--- src/rtl/aes_pkg.sv ---
// rtl/aes_pkg.sv - shared AES-128 key-schedule types, constants and rcon stepping
package aes_pkg;

  localparam int NR = 10;

  typedef logic [127:0] key_t;
  typedef logic [31:0]  word_t;

  typedef enum logic [1:0] {
    IDLE   = 2'd0,
    EXPAND = 2'd1,
    READY  = 2'd2
  } state_t;

  // xtime in GF(2^8) with the AES reduction polynomial
  function automatic logic [7:0] rcon_next(input logic [7:0] rcon);
    return {rcon[6:0], 1'b0} ^ (rcon[7] ? 8'h1B : 8'h00);
  endfunction

endpackage

--- src/rtl/key_expansion_if.sv ---
// rtl/key_expansion_if.sv - control and round-key read port bundle for key_expansion
interface key_expansion_if;
  import aes_pkg::*;

  logic       start;
  key_t       cipher_key;
  logic       busy;
  logic       done;
  logic [3:0] round_idx;
  key_t       round_key;

  modport master (
    output start, cipher_key, round_idx,
    input  busy, done, round_key
  );

  modport slave (
    input  start, cipher_key, round_idx,
    output busy, done, round_key
  );

endinterface

--- src/rtl/aes_sbox.sv ---
// rtl/aes_sbox.sv - combinational forward AES S-box, one byte
module aes_sbox (
  input  logic [7:0] i_byte,
  output logic [7:0] o_byte
);

  // Entry 0 sits in the top byte, so the lookup index is 255 - i_byte (= ~i_byte)
  localparam logic [2047:0] SBOX = {
    128'h637c777bf26b6fc53001672bfed7ab76,
    128'hca82c97dfa5947f0add4a2af9ca472c0,
    128'hb7fd9326363ff7cc34a5e5f171d83115,
    128'h04c723c31896059a071280e2eb27b275,
    128'h09832c1a1b6e5aa0523bd6b329e32f84,
    128'h53d100ed20fcb15b6acbbe394a4c58cf,
    128'hd0efaafb434d338545f9027f503c9fa8,
    128'h51a3408f929d38f5bcb6da2110fff3d2,
    128'hcd0c13ec5f974417c4a77e3d645d1973,
    128'h60814fdc222a908846eeb814de5e0bdb,
    128'he0323a0a4906245cc2d3ac629195e479,
    128'he7c8376d8dd54ea96c56f4ea657aae08,
    128'hba78252e1ca6b4c6e8dd741f4bbd8b8a,
    128'h703eb5664803f60e613557b986c11d9e,
    128'he1f8981169d98e949b1e87e9ce5528df,
    128'h8ca1890dbfe6426841992d0fb054bb16
  };

  logic [10:0] w_bit_idx;

  assign w_bit_idx = {~i_byte, 3'b000};
  assign o_byte    = SBOX[w_bit_idx +: 8];

endmodule

--- src/rtl/key_expansion.sv ---
// rtl/key_expansion.sv - AES-128 key schedule, one round key per cycle into a register table
module key_expansion
  import aes_pkg::key_t;
  import aes_pkg::word_t;
  import aes_pkg::state_t;
  import aes_pkg::IDLE;
  import aes_pkg::EXPAND;
  import aes_pkg::READY;
  import aes_pkg::rcon_next;
#(
  parameter int NR = aes_pkg::NR
) (
  input  logic           Clk,
  input  logic           Reset,
  key_expansion_if.slave bus
);

  state_t     r_state;
  logic [3:0] r_counter;
  logic [7:0] r_rcon;
  logic       r_busy;
  logic       r_done;
  key_t       r_table [0:NR];

  key_t  w_prev;
  key_t  w_next;
  key_t  w_rd;
  word_t w_rot;
  word_t w_sub;
  word_t w_temp;
  word_t w_n0;
  word_t w_n1;
  word_t w_n2;
  word_t w_n3;

  // Previous round key is entry[counter-1]
  always_comb begin
    w_prev = '0;
    for (int i = 0; i <= NR; i++) begin
      if (4'(i) + 4'd1 == r_counter) w_prev = r_table[i];
    end
  end

  assign w_rot = {w_prev[23:0], w_prev[31:24]};

  for (genvar g = 0; g < 4; g++) begin : g_subword
    aes_sbox u_sbox (
      .i_byte (w_rot[8*g +: 8]),
      .o_byte (w_sub[8*g +: 8])
    );
  end

  assign w_temp = w_sub ^ {r_rcon, 24'h0};
  assign w_n0   = w_prev[127:96] ^ w_temp;
  assign w_n1   = w_prev[95:64]  ^ w_n0;
  assign w_n2   = w_prev[63:32]  ^ w_n1;
  assign w_n3   = w_prev[31:0]   ^ w_n2;
  assign w_next = {w_n0, w_n1, w_n2, w_n3};

  always_comb begin
    w_rd = '0;
    for (int i = 0; i <= NR; i++) begin
      if (4'(i) == bus.round_idx) w_rd = r_table[i];
    end
  end

  assign bus.round_key = w_rd;
  assign bus.busy      = r_busy;
  assign bus.done      = r_done;

  always_ff @(posedge Clk or posedge Reset) begin
    if (Reset) begin
      r_state   <= IDLE;
      r_counter <= '0;
      r_rcon    <= 8'h01;
      r_busy    <= 1'b0;
      r_done    <= 1'b0;
      for (int i = 0; i <= NR; i++) r_table[i] <= '0;
    end else begin
      case (r_state)
        IDLE, READY: begin
          if (bus.start) begin
            r_table[0] <= bus.cipher_key;
            r_rcon     <= 8'h01;
            r_counter  <= 4'd1;
            r_done     <= 1'b0;
            r_busy     <= 1'b1;
            r_state    <= EXPAND;
          end
        end
        EXPAND: begin
          for (int i = 1; i <= NR; i++) begin
            if (4'(i) == r_counter) r_table[i] <= w_next;
          end
          r_rcon    <= rcon_next(r_rcon);
          r_counter <= r_counter + 4'd1;
          if (r_counter == 4'(NR)) begin
            r_state <= READY;
            r_busy  <= 1'b0;
            r_done  <= 1'b1;
          end
        end
        default: begin
          r_state <= IDLE;
          r_busy  <= 1'b0;
          r_done  <= 1'b0;
        end
      endcase
    end
  end

endmodule

--- src/flat_wrapper.sv ---
// flat-port wrapper written by rule: the top's interface ports become plain ports
module key_expansion_flat import aes_pkg::key_t; import aes_pkg::word_t; import aes_pkg::state_t; import aes_pkg::IDLE; import aes_pkg::EXPAND; import aes_pkg::READY; import aes_pkg::rcon_next;
#(
  parameter int NR = aes_pkg::NR
)
  (Clk, Reset, bus_start, bus_cipher_key, bus_round_idx, bus_busy, bus_done, bus_round_key);
  key_expansion_if bus_i ();
  input  logic Clk;
  input  logic Reset;
  input wire logic [$bits(bus_i.start)-1:0] bus_start;
  input wire logic [$bits(bus_i.cipher_key)-1:0] bus_cipher_key;
  input wire logic [$bits(bus_i.round_idx)-1:0] bus_round_idx;
  output wire logic [$bits(bus_i.busy)-1:0] bus_busy;
  output wire logic [$bits(bus_i.done)-1:0] bus_done;
  output wire logic [$bits(bus_i.round_key)-1:0] bus_round_key;
  assign bus_i.start = bus_start;
  assign bus_i.cipher_key = bus_cipher_key;
  assign bus_i.round_idx = bus_round_idx;
  assign bus_busy = bus_i.busy;
  assign bus_done = bus_i.done;
  assign bus_round_key = bus_i.round_key;
  key_expansion #(.NR(NR)) u_core (.Clk(Clk), .Reset(Reset), .bus(bus_i));
endmodule
--- config.mk ---
export PLATFORM = sky130hd
export DESIGN_NAME = key_expansion_flat
export DESIGN_NICKNAME = d
export VERILOG_FILES = /design/src/rtl/aes_pkg.sv /design/src/rtl/key_expansion_if.sv /design/src/rtl/aes_sbox.sv /design/src/rtl/key_expansion.sv /design/src/flat_wrapper.sv
export SDC_FILE = /design/constraint.sdc
export NUM_CORES = 2
export LEC_CHECK = 0
export CAP_MARGIN = 20
export CORE_MARGIN = 2
export CORE_UTILIZATION = 30
export CTS_BUF_LIST = sky130_fd_sc_hd__clkbuf_16
export DETAILED_ROUTE_END_ITERATION = 12
export GPL_TIMING_DRIVEN = 1
export PLACE_DENSITY_LB_ADDON = 0.05
export SYNTH_ARGS = -nofsm -noshare
export SYNTH_HDL_FRONTEND = slang
export SYNTH_SLANG_ARGS = --single-unit
--- constraint.sdc ---
create_clock -name Clk -period 156 [get_ports Clk]
set_clock_uncertainty 0.2 [all_clocks]
set_input_delay 46.8 -clock Clk [delete_from_list [all_inputs] [get_ports Clk]]
set_output_delay 46.8 -clock Clk [all_outputs]
set_load 0.02 [all_outputs]
==> key figures <==
Global routing
  • Gr usage total: between 30% and 40%
  • GRT overflow: 0
  • Pin count of the biggest net entering global routing: 159
  • Number of global-route vias before repair: 88,000
  • First-pass GRT wire length: between 700,000 and 800,000 um
  • Antenna violations before repair: 30

Synthesis
  • Post-Syn Area: between 0.08 and 0.09 mm^2
  • Unique masters post-synth: between 100 and 150
  • Ys async rst share: 100%
  • Yosys warns: 0
  • Seq/Total Area, Yosys: 40.4%
  • Post-Syn Nets: between 10,000 and 15,000
  • Syn Area/Cell: 8.11 um^2
  • Ys flop type: dfrtp_1
  • Syn Inst Count: between 10,000 and 15,000
  • Flops & latches, synth: around 1,400
  • Number of synthesized flops with an enable pin: 0

Detailed routing
  • Drt pass-1 iters: 10
  • Post-route ant nets: 0
  • Average wire per standard cell: 36.8 um
  • Vias: 92,200
  • Final wirelength: about 540,000 um
  • Post-route DRC: 0
  • 1st-iter DRT viols: 13,000
  • Via density per instance: 6.29

Clock network
  • Clk sinks: 1,423
  • Postcts setup bufs: 0
  • Htree depth: 4
  • Clk root buf: clkbuf_16
  • PostCTS Resize Cnt: 0
  • Hold Buf Count CTS: 0
  • Clock tree buffer depth: 4
  • Worst-Skew Late Latency: 0.92 ns
  • Number of CTS-inserted buffers: around 180
  • Clock Pin Slew Worst Setup and Hold Paths: ~0.060 ns
  • TritonCTS clock tree: yes

Timing
  • Final setup violation count: 0
  • Slew headroom: between 10% and 20%
  • Setup TNS: 0 ns
  • Max Transition Viols Final: 0
  • Final Hold Vio Count: 0
  • Slew @ Worst Pin: 1.27 ns
  • Final period utilization: a little under two thirds
  • Highest Clock Rate: 10.1 MHz
  • Final hold slack: 0.287 ns
  • RSZ-0062 raised after global routing: false
  • Tmin final: 99.21 ns
  • Final Worst Setup Slack: roughly 57 ns

Critical path
  • WP buf/inv: 5
  • Setup slack, reg-to-reg: 146.32 ns
  • Max Fanout on Critical Path: 69
  • Worst path required time: 109.00 ns
  • FF-to-FF End: u_core.r_table[670]
  • CP max-delay cell: o21ai_0
  • Critical path class: in2out
  • R2R cell count: 24
  • Critical Path End Type: primary output
  • Worst reg2reg path startpoint: u_core.r_counter[0]
  • CP Cell Sequence: clkdlybuf4s50_1 -> nor4_2 -> buf_4 -> buf_12 -> buf_4 -> a222oi_1 -> a31oi_1 -> a21oi_1 -> a21oi_1 -> a211oi_1 -> o21ai_0 -> clkdlybuf4s50_1
  • CP Data Arrival Time: 52.21 ns
  • Crit-path max cell delay: just over 0.8 ns
  • Worst path top cell family by delay: buffers and inverters
  • CP startpoint kind: input pin

Run
  • MaxCap Viol Count: 0

Cells and area
  • Register area: 0.0356 mm^2
  • Area of the multi-input gates: 0.0480 mm^2
  • Share of layout cells above drive strength 1: 8.47%
  • FILL cells: 30,700
  • Final net count: 10,800
  • Area growth, synth to finish: 14.0%
  • Commonest non-fill, non-tap cell in the layout: nand2_1
  • Most frequent cells in the layout: nand2_1 (2,103), o21ai_0 (1,423), dfrtp_1 (1,420)
  • Post-route cell area: 0.100 mm^2

Floorplanning
  • DIE AREA: 0.298 mm^2
  • Row cnt: 198
  • Width of the die: 546 um
  • Ports: ~270
  • Die height: 546 um
  • Starting Density: 30.2%
  • Core Region: 0.292 mm^2

Placement
  • Placed wire-length estimate: 345,000 um
  • Port bufs: 264
  • GPL Wtd Cong: 0.994
  • DP Worst Slack: 57.03 ns
  • Post-Place Cell Area: about 0.095 mm^2

Min path
  • Hold path startpoint: u_core.r_table[655]
  • Hold worst-path end: u_core.r_table[655]
  • Cells on Worst Hold Path: 2
  • Hold/Removal Path Class: reg2reg

Run status
  • Status: completed
[cell type report]
cell class	count	share of cell area, %
antenna	8	0.0199
clock buffer	185	4.61
clock inverter	147	0.944
inverter	75	0.289
multi-input combinational	8255	47.8
sequential	1423	35.5
tap	3900	4.86
timing repair buffer	664	5.95
[how the worst max path moves through the flow]
stage                           startpoint                  to  slack (ns)  cells past startpoint
after floorplan           bus_round_idx[1]  bus_round_key[120]       59.90                     10
after global placement    bus_round_idx[1]   bus_round_key[89]       57.05                     12
after detailed placement  bus_round_idx[1]   bus_round_key[89]       57.03                     12
after CTS                 bus_round_idx[1]   bus_round_key[89]       56.99                     12
after global routing      bus_round_idx[1]   bus_round_key[89]       56.84                     12
final                     bus_round_idx[1]   bus_round_key[92]       56.79                     12
[synthesized netlist by cell type (25+ instances only)]
library cell | number | area (um^2)
o31ai_1 | 41 | 308
xor2_1 | 43 | 377
a2111oi_0 | 30 | 263
clkbuf_1 | 714 | 2680
a211oi_1 | 172 | 1290
and3_1 | 34 | 213
ha_1 | 60 | 751
nand3_1 | 195 | 976
a22oi_1 | 414 | 3110
dfrtp_1 | 1422 | 35600
a21o_1 | 27 | 203
buf_2 | 218 | 1090
buf_4 | 85 | 638
o2111ai_1 | 30 | 263
o21ai_0 | 1424 | 7130
a222oi_1 | 142 | 1420
a31oi_1 | 175 | 1090
nor3_1 | 163 | 816
nor2b_1 | 41 | 257
xnor2_1 | 110 | 963
nand2_1 | 2115 | 7940
nand2b_1 | 40 | 250
a221o_1 | 65 | 651
o211ai_1 | 297 | 2230
buf_1 | 59 | 221
nor2_1 | 760 | 2850
xnor2_2 | 26 | 423
inv_1 | 64 | 240
o221ai_1 | 73 | 639
a21oi_1 | 590 | 2950
a22o_1 | 41 | 359
nand3b_1 | 31 | 233
buf_6 | 25 | 282
a311oi_1 | 48 | 420
o21ai_1 | 166 | 831
mux2i_1 | 64 | 641
a221oi_1 | 169 | 1480
nor4_1 | 39 | 244
o311ai_0 | 29 | 254
o22ai_1 | 119 | 744
nand4_1 | 51 | 319
[registers in the layout, indices dropped and copies added (netlist names)]
| register | count |
|---|---|
| u_core.bus.busy | 1 |
| u_core.bus.done | 1 |
| u_core.r_counter | 4 |
| u_core.r_rcon | 8 |
| u_core.r_state | 1 |
| u_core.r_table | 1408 |
[cell families (layout without fill, tap and decap cells)]
| group | Yosys count | in the layout | share of synthesized area [%] |
|---|---|---|---|
| AOI/OAI and AO/OA | 4321 | 4321 | 32.3 |
| xor gates and xnor gates | 193 | 193 | 2.33 |
| muxes | 76 | 76 | 0.887 |
| and+or+nand+nor | 3605 | 3605 | 17.3 |
| adders and majority gates | 60 | 60 | 0.853 |
| DFF | 1423 | 1423 | 40.4 |
| buffers and inverters | 1176 | 1071 | 5.90 |
| other | 0 | 8 | 0 |
[through the flow]
stage / util, % / cells
3_3_place_gp: 32.5 / 14300
2_1_floorplan: - / 10900
5_1_grt: 34.4 / 14700
4_1_cts: 34.4 / 14600
6_report: 34.4 / 14700
3_5_place_dp: 32.5 / 14300
[worst reg2reg max path: stages, from the launching register on]
cell	delay, ns
dfrtp_1	0.52
ha_4	0.48
buf_4	0.53
buf_4	0.75
nand2b_1	0.43
o221ai_1	0.31
a211oi_1	0.10
or2_1	0.27
buf_4	0.26
inv_1	0.13
buf_4	0.27
ha_1	0.64
inv_1	0.23
o21ai_1	0.34
nor2_1	0.14
a2111oi_0	0.72
a21oi_1	0.13
a311oi_1	0.36
a211oi_1	0.15
buf_4	0.20
xnor2_1	0.86
xnor2_1	0.17
buf_4	0.25
xnor2_2	0.77
o21ai_0	0.24
[per-layer routing]
layer	vias up	wire length, um	track usage [%]
li1	39500	-	-
met5	-	44	0
met2	5085	234000	53.0
met1	46600	230000	47.2
met4	6	32800	18.7
met3	1074	42100	6.08
Power is left out: the tool's default activity adds up to more than one toggle a clock period on the data nets, which glitch-free logic cannot reach.
